### config.mk
export PLATFORM = sky130hd
export DESIGN_NAME = serial_word_deserializer
export DESIGN_NICKNAME = d
export VERILOG_FILES = /design/src/rtl/serial_word_deserializer.sv
export SDC_FILE = /design/constraint.sdc
export NUM_CORES = 1
export LEC_CHECK = 0
export ABC_AREA = 1
export CAP_MARGIN = 10
export CORE_ASPECT_RATIO = 0.75
export CORE_UTILIZATION = 35
export DETAILED_ROUTE_END_ITERATION = 10
export GPL_ROUTABILITY_DRIVEN = 0
export GPL_TIMING_DRIVEN = 0
export SLEW_MARGIN = 20
export SYNTH_ARGS = -nofsm -noshare
export SYNTH_HDL_FRONTEND = slang
export SYNTH_SLANG_ARGS = --single-unit
### constraint.sdc
create_clock -name i_clk -period 2.7 [get_ports i_clk]
set_input_delay 0.54 -clock i_clk [delete_from_list [all_inputs] [get_ports i_clk]]
set_output_delay 0.54 -clock i_clk [all_outputs]
set_load 0.01 [all_outputs]
### src/rtl/serial_word_deserializer.sv
// Serial-to-parallel receiver: gathers an LSB- or MSB-first bit stream into WIDTH-bit words
// and hands them downstream through a one-word valid/ready holding register.
module serial_word_deserializer #(
    parameter int unsigned WIDTH = 4
) (
    input  logic                     i_clk,
    input  logic                     i_rst_n,
    input  logic                     i_start,
    input  logic                     i_abort,
    input  logic                     i_dir,
    input  logic                     i_d,
    input  logic                     i_d_valid,
    input  logic                     i_ready,
    input  logic                     i_clr_ovr,
    output logic [WIDTH-1:0]         o_word,
    output logic                     o_valid,
    output logic                     o_overrun,
    output logic                     o_busy,
    output logic [$clog2(WIDTH)-1:0] o_bit_cnt
);

    localparam int unsigned CntW = $clog2(WIDTH);
    localparam logic [CntW-1:0] LastIdx = CntW'(WIDTH - 1);

    typedef enum logic [0:0] {StIdle, StRecv} state_e;

    state_e            state_q, state_d;
    logic              dir_q, dir_d;
    logic [WIDTH-1:0]  shift_q, shift_d;
    logic [CntW-1:0]   cnt_q, cnt_d;
    logic [WIDTH-1:0]  word_q, word_d;
    logic              valid_q, valid_d;
    logic              ovr_q, ovr_d;

    logic              capture;
    logic              use_dir;
    logic [WIDTH-1:0]  base;
    logic [CntW-1:0]   idx;
    logic [WIDTH-1:0]  new_word;
    logic              word_done;

    // FSM state register
    always_ff @(posedge i_clk or negedge i_rst_n) begin
        if (!i_rst_n) begin
            state_q <= StIdle;
        end else begin
            state_q <= state_d;
        end
    end

    // FSM next state: abort beats start
    always_comb begin
        state_d = state_q;
        if (i_abort) begin
            state_d = StIdle;
        end else if (i_start) begin
            state_d = StRecv;
        end
    end

    // FSM outputs
    always_comb begin
        o_busy = (state_q == StRecv);
    end

    // Bit capture: a start discards the partial word and may capture bit 0 on the same edge.
    always_comb begin
        dir_d     = dir_q;
        shift_d   = shift_q;
        cnt_d     = cnt_q;
        capture   = 1'b0;
        use_dir   = dir_q;
        base      = shift_q;
        idx       = cnt_q;
        new_word  = '0;
        word_done = 1'b0;

        if (i_abort) begin
            shift_d = '0;
            cnt_d   = '0;
        end else if (i_start) begin
            dir_d   = i_dir;
            use_dir = i_dir;
            base    = '0;
            idx     = '0;
            shift_d = '0;
            cnt_d   = '0;
            capture = i_d_valid;
        end else if (state_q == StRecv) begin
            capture = i_d_valid;
        end

        if (capture) begin
            new_word = use_dir ? {i_d, base[WIDTH-1:1]} : {base[WIDTH-2:0], i_d};
            if (idx == LastIdx) begin
                word_done = 1'b1;
                shift_d   = '0;
                cnt_d     = '0;
            end else begin
                shift_d = new_word;
                cnt_d   = idx + CntW'(1);
            end
        end
    end

    // Holding register: a completed word reloads over an outgoing transfer without a bubble.
    always_comb begin
        word_d  = word_q;
        valid_d = valid_q;
        ovr_d   = ovr_q;

        if (valid_q && i_ready) begin
            valid_d = 1'b0;
        end
        if (i_clr_ovr) begin
            ovr_d = 1'b0;
        end
        if (word_done) begin
            if (valid_q && !i_ready) begin
                ovr_d = 1'b1;
            end else begin
                word_d  = new_word;
                valid_d = 1'b1;
            end
        end
    end

    always_ff @(posedge i_clk or negedge i_rst_n) begin
        if (!i_rst_n) begin
            dir_q   <= 1'b0;
            shift_q <= '0;
            cnt_q   <= '0;
            word_q  <= '0;
            valid_q <= 1'b0;
            ovr_q   <= 1'b0;
        end else begin
            dir_q   <= dir_d;
            shift_q <= shift_d;
            cnt_q   <= cnt_d;
            word_q  <= word_d;
            valid_q <= valid_d;
            ovr_q   <= ovr_d;
        end
    end

    assign o_word    = word_q;
    assign o_valid   = valid_q;
    assign o_overrun = ovr_q;
    assign o_bit_cnt = cnt_q;

`ifndef SYNTHESIS
    a_word_stable : assert property (@(posedge i_clk) disable iff (!i_rst_n)
        (valid_q && !i_ready) |=> (valid_q && word_q == $past(word_q)));
    a_cnt_range : assert property (@(posedge i_clk) disable iff (!i_rst_n)
        cnt_q <= LastIdx);
`endif

endmodule

==> impl_metrics.env, run 1 <==
export IMPL_status="complete, no violations"
export IMPL_ctsRootBufferMaster="sky130_fd_sc_hd__clkbuf_4"
export IMPL_layout_setup_ws_ns=0.785
export IMPL_fmaxAchievable_mhz=522
export IMPL_synthXorXnorAreaFrac_pct=0
export IMPL_cts_sinks=14
export IMPL_synth_compound_area_share_pct=1.55
export IMPL_floorplan_core_area_sq_um=1840
export IMPL_area_growth_syn_to_layout_pct=32.2
export IMPL_placedCellCount=128
export IMPL_syn_num_nets=99
export IMPL_cell_area_synth_sq_um=727
export IMPL_clk_latency_ns=0.28
export IMPL_power_ir_vdd_worst_uv=319
export IMPL_syn_area_per_cell_sq_um=8.17
export IMPL_portion_of_the_post_synthesis_area_used_by_sequential_elements_pct=48.2
export IMPL_largest_family_of_logic_cells_by_synthesized_area="simple AND/OR/NAND/NOR gates"
export IMPL_io_buffers=17
export IMPL_ys_warn_count=0
export IMPL_power_density_nw_per_um2=466
export IMPL_worst_setup_path_end_kind="register"
export IMPL_r2r_start="o_bit_cnt[0]"
export IMPL_slew_headroom_pct=57.0
export IMPL_hold_buffer_count_at_cts=0
export IMPL_ctsHtreeMaxLevel=1
export IMPL_reg2reg_depth=8
export IMPL_detailedPlace_worstSlack_ns=0.485
export IMPL_setup_violations=0
export IMPL_grt_pass1_wl_mm=2.50
export IMPL_ys_types=15
export IMPL_max_slew_worst_pin_slew_ns=0.644
export IMPL_reg2reg_slack_ns=1.33
export IMPL_grt_max_degree=15
export IMPL_stdcell_count=132
export IMPL_most_common_layout_cells="sky130_fd_sc_hd__nand2_1, sky130_fd_sc_hd__clkdlybuf4s50_1, sky130_fd_sc_hd__dfrtp_1, sky130_fd_sc_hd__nand3_1, sky130_fd_sc_hd__inv_1"
export IMPL_syn_inst=89
export IMPL_postRouteWirelength_mm=1.47
export IMPL_layout_cells_most_common="sky130_fd_sc_hd__nand2_1"
export IMPL_postSynthRegisterBits=14
export IMPL_grt_setup_unrepaired="no"
export IMPL_detail_route_first_pass_iterations=4
export IMPL_cts_clk_slew_worst_paths_ns=0.09
export IMPL_synth_adder_area_share_pct=1.72
export IMPL_timing_final_hold_violations=0
export IMPL_cp_start_kind="input port"
export IMPL_antenna_diode_count=0
export IMPL_critPathArrivalTime_ns=2.09
export IMPL_synthMuxAreaShare_pct=0
export IMPL_ctsLongestPathBuffers=2
export IMPL_grt_antenna_before_repair=0
export IMPL_postRouteAntennaNets=0
export IMPL_critPathLaunch="i_abort"
export IMPL_tritoncts_num_buffers=3
export IMPL_drtIter0Drc=19
export IMPL_cts_tree="built"
export IMPL_grt_pass1_vias=571
export IMPL_cts_post_setup_buffers_inserted=0
export IMPL_layout_worst_path_cycle_share_pct=70.9
export IMPL_grt_remaining_overflow=0
export IMPL_n_fill_cell=190
export IMPL_timing_rr_end="o_word[1]"
export IMPL_dieHeight_microns=41.5
export IMPL_finalClockSkew_ns=0.00337
export IMPL_route_detailed_drc=0
export IMPL_detailed_place_hpwl_mm=1.13
export IMPL_global_route_usage_over_all_layers_pct=15.6
export IMPL_final_net_count=121
export IMPL_timing_worst_setup_path_type="input port to register"
export IMPL_total_neg_setup_slack_ns=0
export IMPL_endpoint_of_the_worst_setup_timing_path="o_word[1]"
export IMPL_drive_gt1_share_pct=11.8
export IMPL_p_leak_nw=0.498
export IMPL_period_minus_slack_ns=1.91
export IMPL_hold_path_startpoint="o_word[2]"
export IMPL_detailroute_via_count=619
export IMPL_synth_simple_gate_area_share_pct=41.8
export IMPL_number_of_pins_with_negative_max_slew_slack_in_the_final_report=0
export IMPL_worst_ep_required_time_ns=2.87
export IMPL_cts_resized=0
export IMPL_initial_utilization_pct=39.6
export IMPL_detail_route_vias_per_cell=4.69
export IMPL_crit_path_max_fanout=7
export IMPL_rows=13
export IMPL_pin_count=18
export IMPL_die_area_sq_um=2270
export IMPL_fp_dieW_microns=54.6
export IMPL_maxCapViolCount=0
export IMPL_wire_per_inst_microns=11.2
export IMPL_worstHoldPathCells=2
export IMPL_min_path_type="register to register"
[metal layers]
metal  vias to the layer above  routed length (microns)  track usage [%]
li1                        318                        -                -
met1                       279                      723             21.6
met2                        22                      643             22.4
met3                         0                      106             7.69
met4                         0                        0             1.54
met5                         -                        0                0
[sequential cells by signal, summed over array words and instances, names as in the netlist]
signal,flops
o_word,4
shift_q,4
o_bit_cnt,2
dir_q,1
o_busy,1
o_overrun,1
o_valid,1
[cell usage after synthesis, drive strengths merged]
cell / n / share of area [%]
inv: 13 / 6.7
nand2: 37 / 24
nand3: 13 / 11
o21ai: 1 / 0.69
nand3b: 1 / 1.0
ha: 1 / 1.7
dfrtp: 14 / 48
nor2: 8 / 6.4
o22ai: 1 / 0.86
[through the flow]
stage | area, sq um | power (mW) | util, % | hold slack (ns)
floorplan | 727 | 0.266 | - | 0.244
global placement | 925 | 0.301 | 50.3 | 0.458
detailed placement | 925 | 0.301 | 50.3 | 0.465
CTS | 961 | 0.455 | 52.3 | 0.485
global route | 961 | 0.474 | 52.3 | 0.494
finish | 961 | 0.447 | 52.3 | 0.475
[layout make-up]
cell class,count,area [sq um],share of cell area (%)
clock buffer,4,36.3,3.78
inverter,13,48.8,5.08
multi-input combinational,62,328,34.1
sequential,14,350,36.5
tap,22,27.5,2.86
timing repair buffer,17,170,17.7
[report_power, final]
part	internal, mW	switching (mW)	total [mW]
clock network	0.0820	0.0680	0.150
logic	0.0315	0.0411	0.0726
registers	0.219	0.00619	0.225
total	0.332	0.115	0.447
[how the worst min path moves through the flow]
| stage | to | slack [ns] |
|---|---|---|
| floorplan | dir_q | 0.24 |
| global placement | o_word[2] | 0.46 |
| detailed placement | o_word[2] | 0.47 |
| CTS | o_word[2] | 0.49 |
| global route | o_word[0] | 0.49 |
| finish | o_word[2] | 0.47 |
[critical path: stages]
cell and delay (ns):
sky130_fd_sc_hd__clkdlybuf4s50_1 0.47, sky130_fd_sc_hd__inv_2 0.06, sky130_fd_sc_hd__nand2_4 0.12, sky130_fd_sc_hd__inv_1 0.07
sky130_fd_sc_hd__nor2_1 0.13, sky130_fd_sc_hd__ha_1 0.26, sky130_fd_sc_hd__nand3_4 0.13, sky130_fd_sc_hd__nor2_8 0.13
sky130_fd_sc_hd__inv_2 0.06, sky130_fd_sc_hd__nand2_1 0.05, sky130_fd_sc_hd__nand2_1 0.05
[kinds of logic (layout without fill, tap and decap cells)]
group / count (synthesis) / in the layout
AO/OA/AOI/OAI: 2 / 2
adder cells (fa/ha/maj): 1 / 1
buffers and inverters: 13 / 34
flip-flops: 14 / 14
AND/OR/NAND/NOR: 59 / 59
Note: power is estimated with default switching activity, not from simulation.
==> run 2: changes to the inputs <==
==> constraint.sdc (replaced) <==
create_clock -name i_clk -period 1.79 [get_ports i_clk]
set_input_delay 0.358 -clock i_clk [delete_from_list [all_inputs] [get_ports i_clk]]
set_output_delay 0.358 -clock i_clk [all_outputs]
set_load 0.01 [all_outputs]
==> run 2 against run 1 <==
  * Combinational power up 53%
  * Critical path depth unchanged
  * Routed wire length down 0.95%
  * Worst setup slack worse by 0.66 ns
  * Critical path type unchanged
==> impl_metrics.env, run 2 (synthesis gave the netlist of run 1 again) <==
export IMPL_internal_power_uw=502
export IMPL_fp_dieW_microns=54.6
export IMPL_ctsHtreeMaxLevel=1
export IMPL_finalClockSkew_ns=0.00387
export IMPL_io_buffers=17
export IMPL_grt_setup_unrepaired="no"
export IMPL_dieHeight_microns=41.5
export IMPL_fin_util_pct=53.0
export IMPL_worst_ep_required_time_ns=1.96
export IMPL_layout_cells_most_common="sky130_fd_sc_hd__nand2_1"
export IMPL_min_path_type="input port to asynchronous set/reset pin"
export IMPL_grt_max_degree=15
export IMPL_p_leak_nw=0.500
export IMPL_timing_critical_path_slowest_stage_cell="sky130_fd_sc_hd__clkdlybuf4s50_1"
export IMPL_final_net_count=122
export IMPL_power_combinational_fraction_pct=16.4
export IMPL_worst_setup_path_end_kind="register"
export IMPL_detailroute_via_count=614
export IMPL_cp_start_kind="input port"
export IMPL_netSwitchingPower_uw=174
export IMPL_ctsRootBufferMaster="sky130_fd_sc_hd__clkbuf_4"
export IMPL_wire_per_inst_microns=11.0
export IMPL_initial_utilization_pct=39.6
export IMPL_tritoncts_num_buffers=3
export IMPL_detail_route_vias_per_cell=4.62
export IMPL_timing_worst_setup_path_type="input port to register"
export IMPL_power_density_nw_per_um2=694
export IMPL_postRouteAntennaNets=0
export IMPL_number_of_pins_with_negative_max_slew_slack_in_the_final_report=0
export IMPL_path_buf_inv=4
export IMPL_drtIter0Drc=19
export IMPL_post_dp_cell_area_sq_um=925
export IMPL_max_stage_delay_ns=0.47
export IMPL_grt_pass1_wl_mm=2.50
export IMPL_maxCapViolCount=0
export IMPL_die_area_sq_um=2270
export IMPL_detail_route_first_pass_iterations=4
export IMPL_hold_slack_ns=0.471
export IMPL_p_sw_share_pct=25.7
export IMPL_p_seq_share_pct=50.2
export IMPL_pin_count=18
export IMPL_area_growth_syn_to_layout_pct=33.9
export IMPL_ctsLongestPathBuffers=2
export IMPL_multi_input_comb_area_sq_um=333
export IMPL_r2r_start="o_bit_cnt[0]"
export IMPL_timing_final_hold_violations=0
export IMPL_final_seq_area_sq_um=350
export IMPL_n_fill_cell=189
export IMPL_critPathTopFamily="buffers and inverters"
export IMPL_grt_antenna_before_repair=0
export IMPL_crit_path_max_fanout=7
export IMPL_critPathArrivalTime_ns=1.84
export IMPL_layout_worst_path_cycle_share_pct=92.9
export IMPL_power_ir_vdd_worst_uv=481
export IMPL_floorplan_core_area_sq_um=1840
export IMPL_setup_violations=0
export IMPL_period_minus_slack_ns=1.66
export IMPL_clk_latency_ns=0.28
export IMPL_clkPwrFrac_pct=33.5
export IMPL_status="complete, no violations"
export IMPL_drive_gt1_share_pct=14.4
export IMPL_worst_path_cell_trace="clkdlybuf4s50_1 > inv_2 > nand2_4 > inv_1 > nor2_1 > ha_2 > nand3_4 > nor2_8 > inv_2 > nand2_1 > nand2_1"
export IMPL_route_detailed_drc=0
export IMPL_grt_remaining_overflow=0
export IMPL_cts_tree="built"
export IMPL_antenna_diode_count=0
export IMPL_cts_sinks=14
export IMPL_max_slew_worst_pin_slew_ns=0.648
export IMPL_global_route_usage_over_all_layers_pct=15.6
export IMPL_postRouteWirelength_mm=1.46
export IMPL_rows=13
export IMPL_fmaxAchievable_mhz=602
export IMPL_detailed_place_hpwl_mm=1.13
export IMPL_stdcell_area_sq_um=973
export IMPL_critPathLaunch="i_abort"
export IMPL_cts_clk_slew_worst_paths_ns=0.09
export IMPL_grt_pass1_vias=571
export IMPL_slew_headroom_pct=56.7
export IMPL_most_common_layout_cells="sky130_fd_sc_hd__nand2_1, sky130_fd_sc_hd__clkdlybuf4s50_1, sky130_fd_sc_hd__dfrtp_1, sky130_fd_sc_hd__nand3_1, sky130_fd_sc_hd__inv_1"
run 2: cell type report:
class / instances / share of cell area [%]
tap: 22 / 2.83
timing repair buffer: 18 / 18.3
multi-input combinational: 62 / 34.2
inverter: 13 / 5.01
sequential: 14 / 36.0
clock buffer: 4 / 3.73
run 2: stage by stage:
stage / power (mW) / std cells / setup slack [ns] / TNS (ns)
2_1_floorplan: 0.401 / 89 / 0.391 / 0
3_3_place_gp: 0.454 / 128 / -0.235 / -1.02
3_5_place_dp: 0.455 / 128 / -0.243 / -1.15
4_1_cts: 0.686 / 132 / 0.0540 / 0
5_1_grt: 0.716 / 133 / 0.0485 / 0
6_report: 0.675 / 133 / 0.128 / 0
run 2: repair_timing:
item	4_1_cts	5_1_grt
hold buffers	0	0
resized for setup	0	2
endpoints found under the hold margin	0	0
endpoints found under the setup margin	0	4
setup buffers	0	1
run 2: path summary, 6_finish.rpt:
kind	endpoint	slack, ns	cells past startpoint
setup / recovery	o_word[1]	0.13	11
hold / removal	shift_q[0]	0.47	1
setup reg to reg	o_word[1]	0.49	8
hold reg to reg	o_word[2]	0.47	2
max in group asynchronous	o_word[0]	0.90	1
min in group i_clk	o_word[2]	0.47	2
run 2: layer usage:
layer,wire length [microns],global-route usage (%)
met5,0,0
met4,0,1.54
met3,97,7.69
met2,625,22.4
met1,736,21.6
run 2: power groups by stage:
stage / registers (mW) / clock network, mW / logic [mW]
5_1_grt: 0.341 / 0.252 / 0.123
6_report: 0.339 / 0.226 / 0.111
3_5_place_dp: 0.345 / 0 / 0.109
2_1_floorplan: 0.347 / 0 / 0.0543
4_1_cts: 0.339 / 0.237 / 0.110
3_3_place_gp: 0.345 / 0 / 0.109
run 2: worst reg2reg max path: cells and delay by family, from the launching register on:
family | cells | cell delay, ns
and+or+nand+nor | 5 | 0.47
DFF | 1 | 0.38
buffers and inverters | 2 | 0.12
adders and majority gates | 1 | 0.22
==> run 3: changes to the inputs <==
--- a/config.mk
+++ b/config.mk
@@ -7,7 +7,8 @@
 export LEC_CHECK = 0
 export ABC_AREA = 1
 export CAP_MARGIN = 10
-export CORE_ASPECT_RATIO = 0.75
+export CORE_ASPECT_RATIO = 0.7
+export CORE_MARGIN = 8
 export CORE_UTILIZATION = 35
 export DETAILED_ROUTE_END_ITERATION = 10
 export GPL_ROUTABILITY_DRIVEN = 0
==> run 3 against run 2 <==
  * Worst setup slack improved by 0.043 ns
  * Power increased by 1.2%
  * Critical path type unchanged
  * Final area increased by 1.5%
==> impl_metrics.env, run 3 (synthesis gave the netlist of run 1 again) <==
export IMPL_tritoncts_num_buffers=3
export IMPL_ctsRootBufferMaster="sky130_fd_sc_hd__clkbuf_4"
export IMPL_setup_violations=0
export IMPL_detail_route_first_pass_iterations=4
export IMPL_drtIter0Drc=25
export IMPL_max_slew_worst_pin_slew_ns=0.636
export IMPL_hold_slack_ns=0.460
export IMPL_fin_total_pwr_uw=684
export IMPL_cts_sinks=14
export IMPL_fmaxAchievable_mhz=618
export IMPL_power_combinational_fraction_pct=16.8
export IMPL_postRouteWirelength_mm=1.65
export IMPL_rows=13
export IMPL_cts_clk_slew_worst_paths_ns=0.09
export IMPL_floorplan_core_area_sq_um=1900
export IMPL_critPathArrivalTime_ns=1.80
export IMPL_status="complete, no violations"
export IMPL_hold_buffer_count_at_cts=0
export IMPL_cts_tree="built"
export IMPL_wire_per_inst_microns=12.2
export IMPL_detailed_place_hpwl_mm=1.26
export IMPL_number_of_pins_with_negative_max_slew_slack_in_the_final_report=0
export IMPL_drive_gt1_share_pct=15.9
export IMPL_slew_headroom_pct=57.5
export IMPL_area_growth_syn_to_layout_pct=36.0
export IMPL_grt_pass1_wl_mm=2.95
export IMPL_postRouteAntennaNets=0
export IMPL_worst_setup_path_end_kind="register"
export IMPL_fin_util_pct=51.9
export IMPL_final_net_count=124
export IMPL_crit_path_max_fanout=5
export IMPL_p_leak_nw=0.509
export IMPL_detail_route_vias_per_cell=4.57
export IMPL_grt_setup_unrepaired="no"
export IMPL_n_fill_cell=191
export IMPL_io_buffers=17
export IMPL_route_detailed_drc=0
export IMPL_maxCapViolCount=0
export IMPL_die_area_sq_um=3810
export IMPL_power_ir_vdd_worst_uv=545
export IMPL_min_path_type="input port to asynchronous set/reset pin"
export IMPL_antenna_diode_count=0
export IMPL_detailroute_via_count=617
export IMPL_layout_cells_most_common="sky130_fd_sc_hd__nand2_1"
export IMPL_dieHeight_microns=54.1
export IMPL_timing_final_hold_violations=0
export IMPL_period_minus_slack_ns=1.62
export IMPL_ctsHtreeMaxLevel=1
export IMPL_fp_dieW_microns=70.5
export IMPL_grt_max_degree=15
export IMPL_grt_antenna_before_repair=0
export IMPL_global_route_usage_over_all_layers_pct=9.82
export IMPL_most_common_layout_cells="sky130_fd_sc_hd__nand2_1, sky130_fd_sc_hd__clkdlybuf4s50_1, sky130_fd_sc_hd__dfrtp_1, sky130_fd_sc_hd__nand3_1, sky130_fd_sc_hd__inv_1"
export IMPL_stdcell_count=135
export IMPL_layout_worst_path_cycle_share_pct=90.5
export IMPL_p_sw_share_pct=26.2
export IMPL_cp_start_kind="input port"
export IMPL_timing_worst_setup_path_type="input port to register"
export IMPL_clk_latency_ns=0.28
export IMPL_pin_count=18
export IMPL_ctsLongestPathBuffers=2
export IMPL_initial_utilization_pct=38.2
export IMPL_p_seq_share_pct=49.6
export IMPL_grt_pass1_vias=627
export IMPL_netSwitchingPower_uw=179
export IMPL_placedCellCount=128
export IMPL_clkPwrFrac_pct=33.6
export IMPL_power_density_nw_per_um2=692
export IMPL_internal_power_uw=505
export IMPL_grt_remaining_overflow=0
export IMPL_finalClockSkew_ns=0.0104
export IMPL_worst_ep_required_time_ns=1.97
[run 3: path summary, 6_finish.rpt]
path	startpoint	endpoint	slack, ns	depth (start not counted)
worst max-delay path	i_abort	o_word[1]	0.17	11
worst min-delay path	i_rst_n	shift_q[2]	0.46	1
worst max register to register	o_bit_cnt[0]	o_word[1]	0.48	8
worst min register to register	o_word[2]	o_word[2]	0.48	2
max in group asynchronous	i_rst_n	dir_q	0.91	1
min in group i_clk	o_word[2]	o_word[2]	0.48	2
[run 3: worst max-delay path: stages]
cell	delay, ns
sky130_fd_sc_hd__clkdlybuf4s50_1	0.47
sky130_fd_sc_hd__inv_2	0.07
sky130_fd_sc_hd__nand2_4	0.07
sky130_fd_sc_hd__inv_1	0.06
sky130_fd_sc_hd__nor2_1	0.12
sky130_fd_sc_hd__ha_2	0.22
sky130_fd_sc_hd__nand3_4	0.11
sky130_fd_sc_hd__nor2_8	0.13
sky130_fd_sc_hd__inv_2	0.06
sky130_fd_sc_hd__nand2_1	0.06
sky130_fd_sc_hd__nand2_1	0.06
[run 3: layout make-up]
class	count	area [sq um]	share of cell area, %
well taps	22	27.5	2.78
flip-flops and latches	14	350	35.4
repair buffers	20	193	19.5
inverters	13	48.8	4.94
clock buffers	4	36.3	3.67
multi-input cells	62	333	33.7
[run 3: through the flow]
stage                     cell area, sq um  setup TNS, ns  setup slack, ns
after floorplan                        727              0            0.391
after global placement                 925          -1.08           -0.247
after detailed placement               925          -1.26           -0.282
after CTS                              961              0           0.0255
after global routing                   988              0           0.0753
final                                  988              0            0.171
[run 3: what timing repair did]
item / 4_1_cts / 5_1_grt
resized for setup: 0 / 2
setup buffers: 0 / 3
setup endpoints to repair: 0 / 4
[run 3: power by group through the flow]
stage / Combinational [mW] / Sequential (mW) / Clock [mW]
2_1_floorplan: 0.0543 / 0.347 / 0
3_3_place_gp: 0.110 / 0.345 / 0
3_5_place_dp: 0.110 / 0.345 / 0
4_1_cts: 0.111 / 0.339 / 0.240
5_1_grt: 0.130 / 0.341 / 0.256
6_report: 0.115 / 0.339 / 0.230
[run 3: routing by layer]
layer | GRT usage, % | part of all wire, % | vias up | wire [microns]
li1 | - | - | 326 | -
met1 | 12.7 | 49 | 276 | 811
met2 | 13.8 | 43 | 13 | 701
met3 | 5.14 | 7.5 | 2 | 124
met4 | 2.99 | 0.67 | 0 | 11
met5 | 0 | 0 | - | 0
